$ cat src/rtl/pend_enc_16_4_if.sv
// ---------------------------------------------------------------------------
// pend_enc_16_4_if
// Bus bundle between an event source / index consumer (master) and the
// pending-event encoder (slave).
//   en    : capture enable for d
//   d     : 16 single-cycle event pulses
//   clr   : synchronous flush of pending state
//   ready : consumer accepts y
//   y     : encoded index of the presented pending bit
//   valid : y holds a pending index
//   pend  : current pending vector (status)
//   ovf   : sticky, an event hit an already-pending bit
// ---------------------------------------------------------------------------
interface pend_enc_16_4_if;
    logic        en;
    logic [15:0] d;
    logic        clr;
    logic        ready;
    logic [3:0]  y;
    logic        valid;
    logic [15:0] pend;
    logic        ovf;

    modport master (
        output en, d, clr, ready,
        input  y, valid, pend, ovf
    );

    modport slave (
        input  en, d, clr, ready,
        output y, valid, pend, ovf
    );
endinterface

$ cat src/rtl/pend_enc_16_4.sv
// ---------------------------------------------------------------------------
// pend_enc_16_4
// Registered 16-to-4 pending-event encoder. Event pulses on d are captured
// into sticky pending bits; the highest-priority pending index is presented
// on y with a valid/ready handshake and its bit is cleared once accepted.
//   PRIO_HIGH : 1 = bit 15 highest priority, 0 = bit 0 highest
//   clk       : single clock, rising edge
//   rst_n     : synchronous active-low reset
//   bus       : slave side of pend_enc_16_4_if (en, d, clr, ready in;
//               y, valid, pend, ovf out, all registered)
// ---------------------------------------------------------------------------
module pend_enc_16_4 #(
    parameter bit PRIO_HIGH = 1'b1
) (
    input logic            clk,
    input logic            rst_n,
    pend_enc_16_4_if.slave bus
);

    typedef enum logic {
        IDLE    = 1'b0,
        PRESENT = 1'b1
    } state_t;

    state_t      state, state_next;
    logic [15:0] pend_q, pend_next;
    logic [3:0]  y_q, y_next;
    logic        ovf_q, ovf_next;
    logic [15:0] acc, set;
    logic        load;

    // Priority encoder; later hits in the scan override earlier ones, so the
    // scan direction decides which end wins. Returns 0 for an empty vector.
    function automatic logic [3:0] prio_enc(input logic [15:0] v);
        logic [3:0] idx;
        idx = 4'h0;
        for (int i = 0; i < 16; i++) begin
            if (PRIO_HIGH) begin
                if (v[i]) idx = 4'(i);
            end else begin
                if (v[15 - i]) idx = 4'(15 - i);
            end
        end
        return idx;
    endfunction

    always_comb begin
        state_next = state;
        y_next     = y_q;

        acc  = (state == PRESENT && bus.ready) ? (16'd1 << y_q) : 16'h0000;
        set  = bus.en ? bus.d : 16'h0000;
        // Set wins over the accept-clear, so a re-fired accepted bit stays.
        pend_next = (pend_q & ~acc) | set;
        ovf_next  = ovf_q | (|(set & pend_q & ~acc));

        // The output register is frozen only while presenting without ready.
        load = (state == IDLE) || bus.ready;
        if (load) begin
            state_next = (|pend_next) ? PRESENT : IDLE;
            y_next     = prio_enc(pend_next);
        end

        if (bus.clr) begin
            state_next = IDLE;
            y_next     = 4'h0;
            pend_next  = 16'h0000;
            ovf_next   = 1'b0;
        end
    end

    always_ff @(posedge clk) begin
        if (!rst_n) begin
            state  <= IDLE;
            y_q    <= 4'h0;
            pend_q <= 16'h0000;
            ovf_q  <= 1'b0;
        end else begin
            state  <= state_next;
            y_q    <= y_next;
            pend_q <= pend_next;
            ovf_q  <= ovf_next;
        end
    end

    assign bus.valid = (state == PRESENT);
    assign bus.y     = y_q;
    assign bus.pend  = pend_q;
    assign bus.ovf   = ovf_q;

endmodule

$ cat src/flat_wrapper.sv
// flat-port wrapper written by rule: the top's interface ports become plain ports
module pend_enc_16_4_flat 
#(
    parameter bit PRIO_HIGH = 1'b1
)
  (clk, rst_n, bus_en, bus_d, bus_clr, bus_ready, bus_y, bus_valid, bus_pend, bus_ovf);
  pend_enc_16_4_if bus_i ();
  input logic clk;
  input logic rst_n;
  input wire logic [$bits(bus_i.en)-1:0] bus_en;
  input wire logic [$bits(bus_i.d)-1:0] bus_d;
  input wire logic [$bits(bus_i.clr)-1:0] bus_clr;
  input wire logic [$bits(bus_i.ready)-1:0] bus_ready;
  output wire logic [$bits(bus_i.y)-1:0] bus_y;
  output wire logic [$bits(bus_i.valid)-1:0] bus_valid;
  output wire logic [$bits(bus_i.pend)-1:0] bus_pend;
  output wire logic [$bits(bus_i.ovf)-1:0] bus_ovf;
  assign bus_i.en = bus_en;
  assign bus_i.d = bus_d;
  assign bus_i.clr = bus_clr;
  assign bus_i.ready = bus_ready;
  assign bus_y = bus_i.y;
  assign bus_valid = bus_i.valid;
  assign bus_pend = bus_i.pend;
  assign bus_ovf = bus_i.ovf;
  pend_enc_16_4 #(.PRIO_HIGH(PRIO_HIGH)) u_core (.clk(clk), .rst_n(rst_n), .bus(bus_i));
endmodule
$ cat config.mk
export PLATFORM = sky130hd
export DESIGN_NAME = pend_enc_16_4_flat
export DESIGN_NICKNAME = d
export VERILOG_FILES = /design/src/rtl/pend_enc_16_4_if.sv /design/src/rtl/pend_enc_16_4.sv /design/src/flat_wrapper.sv
export SDC_FILE = /design/constraint.sdc
export NUM_CORES = 1
export LEC_CHECK = 0
export BUFFER_PORTS_ARGS = -buffer_cell sky130_fd_sc_hd__buf_2
export CORE_ASPECT_RATIO = 1.5
export CORE_MARGIN = 4
export CORE_UTILIZATION = 39
export CTS_BUF_LIST = sky130_fd_sc_hd__clkbuf_4 sky130_fd_sc_hd__clkbuf_8
export DETAILED_ROUTE_END_ITERATION = 6
export PLACE_DENSITY = 0.62
export SYNTH_ARGS = -nofsm -noshare
export SYNTH_HDL_FRONTEND = slang
export SYNTH_SLANG_ARGS = --single-unit
export TNS_END_PERCENT = 100
$ cat constraint.sdc
create_clock -name clk -period 2.05 [get_ports clk]
set_clock_uncertainty 0.1 [all_clocks]
set_input_delay 0.41 -clock clk [delete_from_list [all_inputs] [get_ports clk]]
set_output_delay 0.41 -clock clk [all_outputs]
set_load 0.1 [all_outputs]
[Word-level counts from Yosys, hierarchy flattened]
Index checks and enable logic that the tools add are counted.
Word-level totals
  register bits: 22
  output and inout bits: 22
  word-level logic and storage cells: 36
Operators by class
  shift operators: 1
  multiplexer cells: 18
  bitwise gates (word level): 8
  reductions and logical operators: 5
Operators with widths (number)
  bitwise AND 16 bit: 3
  2-to-1 mux 16 bit: 2
  2-to-1 mux 4 bit: 8
  OR reduction 16 bit: 2
  inverter 16 bit: 1
  OR 16 bit: 1
  left shift 1 x 4 -> 16 bit (first input constant): 1
  2-to-1 mux 3 bit: 4
  2-to-1 mux 2 bit: 2
  2-to-1 mux 1 bit: 2
  inverter 1 bit: 2
  OR reduction 2 bit: 1
  logical AND 1 bit: 1
  logical OR 1 bit: 1
  OR 1 bit: 1

[Longest topological paths before layout]
Gate-level depths: netlist of the first run.
  depth in word-level cells: 20
  mapped depth: 8
  mapped depth without buffers: 6

[Worst setup path before layout of the first run]
OpenSTA, ideal clock, no wires.
  path kind: flip-flop to flip-flop
  start point: reg u_core.y_q[1] (netlist: u_core.bus.y[1])
  end point: reg u_core.state (netlist: u_core.bus.valid)
  arrival time: 2.481 ns
  slack: -0.656 ns
  stages on the path, launching flop included: 7
  buffers on the path: 0
  cell sequence: dfxtp_1 -> nand4_1 -> o21ai_0 -> nand3_1 -> nor2_1 -> nand3_1 -> o41a_1
Between the ends
  cells in the longest elaborated chain, start to end: 7
Ends and longest elaborated chain
  from (decl): RTL line pend_enc_16_4.sv:27  | logic [3:0] y_q, y_next;
  from (signal assigned): RTL line pend_enc_16_4.sv:80  | y_q <= y_next;
  left shift 1 x 4 -> 16 bit: RTL line pend_enc_16_4.sv:51  | acc = (state == PRESENT && bus.ready) ? (16'd1 << y_q) : 16'h0000;
  2-to-1 mux 16 bit: RTL line pend_enc_16_4.sv:51
  inverter 16 bit: RTL line pend_enc_16_4.sv:54  | pend_next = (pend_q & ~acc) | set;
  bitwise AND 16 bit: RTL line pend_enc_16_4.sv:54
  OR 16 bit: RTL line pend_enc_16_4.sv:54
  OR reduction 16 bit: RTL line pend_enc_16_4.sv:60  | state_next = (|pend_next) ? PRESENT : IDLE;
  2-to-1 mux 1 bit: RTL line pend_enc_16_4.sv:60
  to (signal assigned): RTL line pend_enc_16_4.sv:79  | state <= state_next;
  to (decl): RTL line pend_enc_16_4.sv:25  | state_t state, state_next;
Every way passes these cells.
A chain may end at the register's enable or synchronous reset.

[Final worst setup path of the first run]
  start point: reg u_core.y_q[2] (netlist: u_core.bus.y[2])
  end point: reg u_core.y_q[1] (netlist: u_core.bus.y[1])
Between the ends
  cells in the longest elaborated chain, start to end: 19
Ends and longest elaborated chain
  left shift 1 x 4 -> 16 bit *: RTL line pend_enc_16_4.sv:51
  2-to-1 mux 16 bit *: RTL line pend_enc_16_4.sv:51
  inverter 16 bit *: RTL line pend_enc_16_4.sv:54
  bitwise AND 16 bit *: RTL line pend_enc_16_4.sv:54
  OR 16 bit *: RTL line pend_enc_16_4.sv:54
  2-to-1 mux 2 bit (2 in a row): RTL line pend_enc_16_4.sv:39  | if (v[i]) idx = 4'(i);
  2-to-1 mux 3 bit (4 in a row): RTL line pend_enc_16_4.sv:39
  2-to-1 mux 4 bit (7 in a row): RTL line pend_enc_16_4.sv:39
  2-to-1 mux 4 bit *: RTL line pend_enc_16_4.sv:39
Mark *: on every way between the ends. The rest lies on a longest branch, timed or not.

==> flow_summary_export.csv, run 1 <==
group,metric,value,unit
run_status,status,"finished clean",
place,dp_slack,-0.05647,ns
sta,finalMaxSlewViolations,0,
critical_path,cp-startpoint,"u_core.bus.y[2]",
yosys,ys_types,45,
finish,fin_util,58.06,%
place,place_congestion,0.9301,
route,drtAntennaViolNets,0,
route,routed_via_density,6.000,
power,vdd_drop_max,0.4211,mV
route,finalWirelength,4958,um
finish,fin_area,1983,sq um
place,hpwl,3809,um
sta,setup_tns,0,ns
power,comb_power_share,34.7,%
finish,nets,268,
route,route.detailed.drc,0,
global_route,overflow,0,
finish,fillCellCount,362,
worst_hold_path,hp-class,"input port to flop",
yosys,synth_top_area_cell,"dfxtp_1",
sta,rsz0062_at_grt,"true",
clocking,clkSinkCount,22,
power,powerDensity,623.5,nW/um^2
yosys,synth.avg_cell_area,7.774,sq um
clocking,root_buffer,"clkbuf_8",
clocking,cts_hold_buf,0,
die,rows,26,
power,p_sw,0.4782,mW
clocking,htree_levels,1,
route,wl_per_cell,17.22,um
yosys,synth_commonest_cells,"23 x nand2_1, 22 x dfxtp_1, 15 x nor2_1, 14 x a21oi_1, 13 x o21ai_0",
clocking,clock_latency,0.27,ns
die,die_h,80.96,um
yosys,syn_area,1384,sq um
sta,layout_setup_ws,0.08555,ns
critical_path,critPathSlowestCell,"dfxtp_4",
power,p_int,0.7582,mW
global_route,grt_antenna_before_repair,0,
die,start_util,40.51,%
place,port-buffer-count,42,
critical_path,reg2reg_from,"u_core.bus.y[2]",
sta,worstMarginPinSlew,0.6782,ns
yosys,synth_seq_cells,22,
sta,fmax,509.0,MHz
global_route,first_global_vias,1619,
power,clockPowerShare,26.8,%
clocking,cts_made_buffers,3,
power,switching_share,38.68,%
critical_path,critical_path.max_fanout,9,
yosys,ys.flop_type,"dfxtp_1",
yosys,synthCells,178,
die,die_w,56.64,um
yosys,synth-seq-area-share,31.83,%
global_route,grtUsageTotal,21.64,%
finish,num_antenna_cells,0,
critical_path,crit_buf_inv,1,
route,drt_iter0_markers,72,
critical_path,crit_family,"compound AO/OA/AOI/OAI gates",
yosys,yosysWarnings,0,
critical_path,start_kind,"flop",
finish,final-instance-count-excl-fill,288,
power,power.total,1.236,mW
place,dp.cells,281,
sta,fin_hold_ws,0.3124,ns
yosys,async_flop_share,0,%
route,via_count,1728,
finish,final_layout_size_suffix_gt1_share,41.46,%
global_route,grt_max_degree,20,
sta,relSlewSlack,54.78,%
yosys,synth.top_cell.area_share,31.83,%
place,dpl_cell_area,1838,sq um
critical_path,worst-setup-path-type,"flop to flop",
die,dieArea,4585,sq um
route,first_pass_iters,5,
critical_path,crit_required,2.12,ns
worst_hold_path,worstHoldStart,"bus_d[9]",
die,core_area,3416,sq um
flow_run,cap_violations,0,
yosys,synth-edff-count,0,
global_route,grt_pass1_wl,7769,um
sta,finalSetupViolations,0,
sta,period_needed,1.964,ns
power,seqPwrFrac,38.6,%
yosys,synth_most_common_cell,"nand2_1",
clocking,clk_pin_slew_worst_paths,0.09,ns
critical_path,critPathCaptureType,"flop",
critical_path,cp.arrival,2.03,ns
yosys,syn_nets,199,
sta,finalHoldViolations,0,
finish,area_delta_synth_final,43.31,%
yosys,ys_top_cells_by_area,"dfxtp_1 32%, nand2_1 6.2%, a21oi_1 5.1%",
critical_path,cp_slowest_stage_delay,0.38,ns
clocking,cts_tree,"built",
critical_path,crit_path_cell_trace,"nand4b_1 -> buf_4 -> o32ai_1 -> nand2_1 -> a21oi_1 -> o2111a_1 -> o22ai_1",
power,p_leak,0.8685,nW
sta,finalCritPeriodShare,95.83,%
die,io_pins,43,
clocking,cts_max_path_buffers,2,
==> layout by cell type, fill, tap and decap left out, drive strengths merged, types with 2 or more instances in the layout <==
cell	n
a21oi	14
o211ai	3
nand2b	5
nand3	11
a211oi	2
o21a	3
o32ai	2
nor2b	3
inv	5
a22oi	6
o2111ai	2
o21ai	15
mux2	2
clkbuf	4
nand2	23
nand4b	2
a221oi	3
buf	71
a31oi	2
o31ai	4
nor3	3
o211a	2
and4b	2
o22ai	3
nor2	15
mux2i	2
dfxtp	22
==> power groups by stage <==
stage | clock (mW) | combinational [mW] | sequential [mW]
final | 0.331 | 0.429 | 0.477
after floorplan | 0 | 0.136 | 0.623
after CTS | 0.332 | 0.406 | 0.476
after detailed placement | 0 | 0.404 | 0.486
after global routing | 0.348 | 0.456 | 0.481
after global placement | 0 | 0.402 | 0.485
==> area by class of cell <==
| class | instances | area, sq um | area share, % |
|---|---|---|---|
| multi-input combinational | 144 | 967.2 | 48.77 |
| inverter | 5 | 18.77 | 0.9464 |
| sequential | 22 | 464.2 | 23.41 |
| clock buffer | 4 | 55.05 | 2.776 |
| tap | 42 | 52.55 | 2.650 |
| timing repair buffer | 71 | 425.4 | 21.45 |
==> kinds of logic after synthesis <==
group | Yosys count | share of synthesized area, %
compound gates | 71 | 36.26
flops | 22 | 31.83
buf+inv | 12 | 3.526
simple gates | 69 | 25.32
mux | 4 | 3.074
==> layer usage <==
metal / wire, um / vias to the layer above / track usage, %
met5: 0 / - / 0
met4: 132 / 0 / 8.789
met3: 285 / 13 / 2.385
met2: 2606 / 73 / 39.24
met1: 1933 / 820 / 25.63
li1: - / 822 / -
==> worst min-delay path, stage by stage <==
cell and delay [ns]:
buf_2 0.12, nand2_1 0.06, a21oi_1 0.05
==> state kept, by name, indices dropped and copies added (netlist names) <==
register,cells
u_core.bus.valid,1
u_core.bus.pend,16
u_core.bus.ovf,1
u_core.bus.y,4
==> final timing paths <==
path | endpoint | slack [ns] | cells after the start
max | u_core.bus.y[1] | 0.09 | 7
min | u_core.bus.pend[9] | 0.31 | 3
min reg2reg | u_core.bus.ovf | 0.46 | 2
max reg2reg | u_core.bus.y[1] | 0.09 | 7
==> repair_timing <==
action | 4_1_cts | 5_1_grt
gates resized for setup | 0 | 14
buffers inserted | 0 | 3
endpoints found under the hold margin | 0 | 0
endpoints found under the setup margin | 0 | 3
Power figures use the tool's default switching activity.
==> run 2, diff against run 1 <==
--- a/config.mk
+++ b/config.mk
@@ -5,7 +5,7 @@
 export SDC_FILE = /design/constraint.sdc
 export NUM_CORES = 1
 export LEC_CHECK = 0
-export BUFFER_PORTS_ARGS = -buffer_cell sky130_fd_sc_hd__buf_2
+export BUFFER_PORTS_ARGS = -buffer_cell sky130_fd_sc_hd__buf_4
 export CORE_ASPECT_RATIO = 1.5
 export CORE_MARGIN = 4
 export CORE_UTILIZATION = 39
==> run 2 against run 1 <==
Effect of this change:
- clock power increased by 29%
- maximum frequency decreased by 1.9%
- clock-buffer cell count decreased by 1
- cell count decreased by 2.8%
- non-clock buffer count decreased by 8
- wire length increased by 1.4%
- register-to-register slack got worse by 0.04 ns
- sequential share of layout area decreased by 0.28 points
- cell area increased by 1.2%
==> flow_summary_export.csv, run 2 (synthesis results as in run 1) <==
group,metric,value,unit
worst_hold_path,hp-class,"input port to flop",
global_route,grt_max_degree,23,
finish,fin_area,2007,sq um
place,hpwl,3943,um
sta,finalMaxSlewViolations,0,
route,routed_via_density,6.039,
finish,fin_util,58.75,%
critical_path,critPathCaptureType,"flop",
critical_path,critical_path.max_fanout,9,
finish,final-instance-count-excl-fill,280,
critical_path,start_kind,"flop",
critical_path,crit_required,2.09,ns
sta,finalHoldViolations,0,
sta,rsz0062_at_grt,"true",
clocking,cts_max_path_buffers,2,
worst_hold_path,worstHoldStart,"bus_d[0]",
power,p_leak,0.8493,nW
finish,final_cell_mix,"63 x buf_4, 23 x nand2_1, 14 x nor2_1, 14 x a21oi_1, 13 x dfxtp_1",
sta,period_needed,2.002,ns
global_route,first_global_vias,1683,
clocking,clkSinkCount,22,
sta,finalSetupViolations,0,
clocking,cts_made_buffers,3,
global_route,overflow,0,
sta,fin_hold_ws,0.3003,ns
die,io_pins,43,
sta,relSlewSlack,55.35,%
place,dp_slack,-0.1189,ns
flow_run,cap_violations,0,
critical_path,reg2reg_from,"u_core.bus.valid",
place,place_congestion,0.8910,
global_route,grt_antenna_before_repair,0,
power,power.total,1.335,mW
critical_path,cp-startpoint,"u_core.bus.valid",
route,wl_per_cell,17.96,um
sta,layout_setup_ws,0.04770,ns
clocking,htree_levels,1,
die,core_area,3416,sq um
sta,fmax,499.4,MHz
route,drtAntennaViolNets,0,
finish,num_antenna_cells,0,
place,port-buffer-count,42,
global_route,grt_pass1_wl,8031,um
power,powerDensity,665.3,nW/um^2
clocking,postCtsSetupRepairBufs,0,
critical_path,worst-setup-path-type,"flop to flop",
clocking,cts_resized,0,
place,dpl_cell_area,1906,sq um
clocking,clk_pin_slew_worst_paths,0.10,ns
clocking,cts_tree,"built",
finish,final_common_cell,"buf_4",
finish,nets,260,
clocking,root_buffer,"clkbuf_8",
sta,setup_tns,0,ns
route,finalWirelength,5028,um
route,first_pass_iters,4,
global_route,grtUsageTotal,22.63,%
finish,area_delta_synth_final,45.03,%
power,vdd_drop_max,0.3596,mV
die,die_h,80.96,um
die,start_util,40.51,%
route,route.detailed.drc,0,
critical_path,cp.arrival,2.05,ns
die,rows,26,
die,die_w,56.64,um
sta,worstMarginPinSlew,0.6698,ns
place,dp.cells,276,
finish,largest_reg_flops,16,
finish,final_layout_size_suffix_gt1_share,37.82,%
clocking,cts_hold_buf,0,
run_status,status,"finished clean",
route,via_count,1691,
route,drt_iter0_markers,115,
clocking,clock_latency,0.28,ns
sta,finalCritPeriodShare,97.67,%
die,dieArea,4585,sq um
-- run 2: cell types whose count changed in the layout (fill, tap and decap cells not counted), sizes merged --
cell    before  now
bufinv       0    1
clkbuf       4    3
buf         71   63
-- run 2: area by class of cell --
type / count / area (sq um)
inverter: 5 / 18.77
clock buffer: 3 / 41.29
tap: 42 / 52.55
fill: 337 / 1409
multi-input combinational: 144 / 927.1
timing repair buffer: 63 / 473.0
clock inverter: 1 / 30.03
sequential: 22 / 464.2
-- run 2: worst max-delay path, cell delays in order (launching register included) --
cell and delay, ns:
dfxtp_4 0.40, nand4_1 0.16, buf_4 0.20, a2111oi_2 0.34, a211o_1 0.15, o211ai_1 0.08
o31ai_1 0.32, a21oi_1 0.11
-- run 2: path summary, 6_finish.rpt --
kind | cells past startpoint | slack [ns] | end
hold reg to reg | 2 | 0.44 | u_core.bus.ovf
hold / removal | 3 | 0.30 | u_core.bus.pend[0]
setup reg to reg | 7 | 0.05 | u_core.bus.ovf
setup / recovery | 7 | 0.05 | u_core.bus.ovf
-- run 2: routing by layer --
layer  vias to the layer above  global-route usage, %  share of wire [%]
met5                         -                      0                  0
li1                        799                      -                  -
met1                       786                  25.63                 38
met4                         0                  10.69                3.9
met3                        17                  3.021                6.9
met2                        89                  41.32                 52
-- run 2: report_power, final --
group / total (mW) / internal, mW / switching (mW)
Sequential: 0.480 / 0.447 / 0.0331
Clock: 0.427 / 0.262 / 0.165
Combinational: 0.428 / 0.145 / 0.283
Total: 1.34 / 0.854 / 0.481
==> run 3, diff against run 2 <==
--- a/config.mk
+++ b/config.mk
@@ -5,13 +5,14 @@
 export SDC_FILE = /design/constraint.sdc
 export NUM_CORES = 1
 export LEC_CHECK = 0
+export ABC_AREA = 1
 export BUFFER_PORTS_ARGS = -buffer_cell sky130_fd_sc_hd__buf_4
 export CORE_ASPECT_RATIO = 1.5
 export CORE_MARGIN = 4
 export CORE_UTILIZATION = 39
 export CTS_BUF_LIST = sky130_fd_sc_hd__clkbuf_4 sky130_fd_sc_hd__clkbuf_8
 export DETAILED_ROUTE_END_ITERATION = 6
-export PLACE_DENSITY = 0.62
+export PLACE_DENSITY = 0.63
 export SYNTH_ARGS = -nofsm -noshare
 export SYNTH_HDL_FRONTEND = slang
 export SYNTH_SLANG_ARGS = --single-unit
==> run 3 against run 2 <==
Effect of this change:
- critical path depth grew 2
- power down 18%
- clock-buffer cell count unchanged
- cell area fell by 17%
- worst setup slack gained 0.10 ns
- clock power is 37% lower
- register-to-register slack better by 0.10 ns
- sequential power fell by 3%
- sequential share of layout area is 4.3 points higher
- area after synthesis down 13%
- non-clock buffer count fell by 16
- largest cell class unchanged
==> flow_summary_export.csv, run 3 <==
group,metric,value,unit
global_route,overflow,0,
sta,fmax,526.9,MHz
die,core_area,2943,sq um
route,finalWirelength,3479,um
clocking,cts_max_path_buffers,2,
route,wl_per_cell,12.79,um
sta,finalSetupViolations,0,
finish,final_cell_mix,"56 x nand2_1, 47 x buf_4, 26 x nor2_1",
finish,final_layout_size_suffix_gt1_share,32.62,%
power,powerDensity,658.5,nW/um^2
run_status,status,"finished clean",
global_route,first_global_vias,1321,
place,dpl_cell_area,1602,sq um
sta,finalCritPeriodShare,92.58,%
global_route,grt_pass1_wl,5692,um
die,start_util,40.69,%
clocking,root_buffer,"clkbuf_8",
finish,final_common_cell,"nand2_1",
route,routed_via_density,4.949,
die,die_h,75.86,um
finish,area_delta_synth_final,39.60,%
clocking,postCtsSetupRepairBufs,0,
sta,finalMaxSlewViolations,0,
place,hpwl,2935,um
critical_path,cp.arrival,1.94,ns
yosys,synthAdderAreaFrac,0,%
sta,layout_setup_ws,0.1520,ns
clocking,clkSinkCount,22,
yosys,synth_most_common_cell,"nand2_1",
critical_path,crit_required,2.10,ns
yosys,synth_top_family_by_area,"simple AND/OR/NAND/NOR gates",
yosys,synth_xor_area_share,0,%
critical_path,cp_slowest_stage_delay,0.38,ns
route,route.detailed.drc,0,
route,first_pass_iters,4,
place,dp.cells,269,
sta,period_needed,1.898,ns
sta,rsz0062_at_grt,"true",
die,io_pins,43,
clocking,htree_levels,1,
global_route,grtUsageTotal,19.00,%
finish,num_antenna_cells,0,
yosys,synth-seq-area-share,36.78,%
yosys,synthSimpleGateAreaFrac,37.62,%
yosys,synth.top_cell.area_share,36.78,%
die,die_w,53.24,um
yosys,ys_types,30,
yosys,synthCells,186,
yosys,ys_top_cells_by_area,"dfxtp_1 37%, nand2_1 18%, nor2_1 8.2%",
yosys,yosysWarnings,0,
global_route,grt_max_degree,18,
yosys,synth-edff-count,0,
critical_path,crit_buf_inv,2,
clocking,clock_latency,0.26,ns
power,vdd_drop_max,0.4516,mV
place,dp_slack,-0.005337,ns
sta,fin_hold_ws,0.3321,ns
yosys,synth_seq_cells,22,
critical_path,critical_path.max_fanout,6,
route,via_count,1346,
yosys,syn_nets,207,
global_route,grt_antenna_before_repair,0,
place,place_congestion,0.9606,
critical_path,crit_family,"simple AND/OR/NAND/NOR gates",
clocking,cts_made_buffers,3,
yosys,syn_area,1197,sq um
critical_path,critPathCaptureType,"flop",
clocking,cts_hold_buf,0,
finish,nets,256,
route,drtAntennaViolNets,0,
critical_path,start_kind,"flop",
sta,worstMarginPinSlew,0.2937,ns
yosys,synth_commonest_cells,"57 x nand2_1, 26 x nor2_1, 22 x dfxtp_1, 21 x inv_1",
yosys,ys.flop_type,"dfxtp_1",
clocking,clk_pin_slew_worst_paths,0.08,ns
finish,largest_reg_flops,16,
critical_path,critPathSlowestCell,"dfxtp_4",
critical_path,worst-setup-path-type,"flop to flop",
finish,fin_util,56.80,%
yosys,synthMuxAreaShare,0,%
power,power.total,1.101,mW
yosys,async_flop_share,0,%
yosys,synth_top_area_cell,"dfxtp_1",
sta,setup_tns,0,ns
place,port-buffer-count,42,
die,dieArea,4039,sq um
critical_path,crit_path_cell_trace,"inv_1 -> nor3_2 -> nand2_1 -> a21oi_2 -> inv_1 -> nor2_1 -> nand2_1 -> nor3_1 -> o21ai_0",
yosys,synth.avg_cell_area,6.438,sq um
yosys,synth_compound_area_share,16.41,%
power,p_leak,0.8170,nW
sta,relSlewSlack,80.27,%
worst_hold_path,hp-class,"input port to flop",
finish,fin_area,1672,sq um
flow_run,cap_violations,0,
sta,finalHoldViolations,0,
clocking,cts_tree,"built",
finish,final-instance-count-excl-fill,272,
die,rows,24,
route,drt_iter0_markers,36,
[run 3: cell types whose count changed after synthesis, sizes merged, moves of 3 or more]
cell and change:
a21oi -3, a22oi -6, clkbuf -3, inv +19, nand2 +36, nand2b -5
nand3 -4, nor2 +14, nor2b -3, o211ai -3, o21a -3, o21ai -3
o31ai -4
[run 3: logic make-up (layout without fill, tap and decap cells)]
| family | Yosys count | in the layout |
|---|---|---|
| compound gates | 31 | 31 |
| buf+inv | 28 | 75 |
| flops | 22 | 22 |
| simple gates | 105 | 105 |
[run 3: layer usage]
metal / up-vias / GRT usage [%] / part of all wire (%)
met2: 33 / 34.11 / 53
li1: 691 / - / -
met1: 610 / 21.39 / 39
met4: 0 / 9.943 / 3.7
met5: - / 0 / 0
met3: 12 / 2.348 / 4.4
[run 3: tightest hold or removal path, cell delays in order]
cell     delay, ns
buf_4         0.07
nor2_1        0.06
o21ai_0       0.07
a21oi_1       0.04
[run 3: path summary, 6_finish.rpt]
check | startpoint | end | slack [ns] | depth (start not counted)
setup reg to reg | u_core.bus.y[1] | u_core.bus.valid | 0.15 | 9
hold reg to reg | u_core.bus.pend[15] | u_core.bus.pend[15] | 0.45 | 2
setup / recovery | u_core.bus.y[1] | u_core.bus.valid | 0.15 | 9
hold / removal | bus_clr | u_core.bus.y[0] | 0.33 | 4
[run 3: final cells by class]
class | instances | area [sq um]
clock buffers | 3 | 41.29
fillers | 314 | 1271
inverters | 25 | 93.84
multi-input cells | 136 | 675.6
flip-flops and latches | 22 | 459.2
well taps | 39 | 48.80
repair buffers | 47 | 352.8
[run 3: timing repair]
item                       4_1_cts  5_1_grt
setup endpoints to repair        1        5
resized for setup                1        5
cloned                           0        0
pin swaps                        0        1
[run 3: report_power, final]
| group | switching [mW] | internal, mW | leakage (nW) |
|---|---|---|---|
| Clock | 0.136 | 0.131 | 0.0216 |
| Combinational | 0.262 | 0.104 | 0.612 |
| Sequential | 0.0203 | 0.447 | 0.184 |
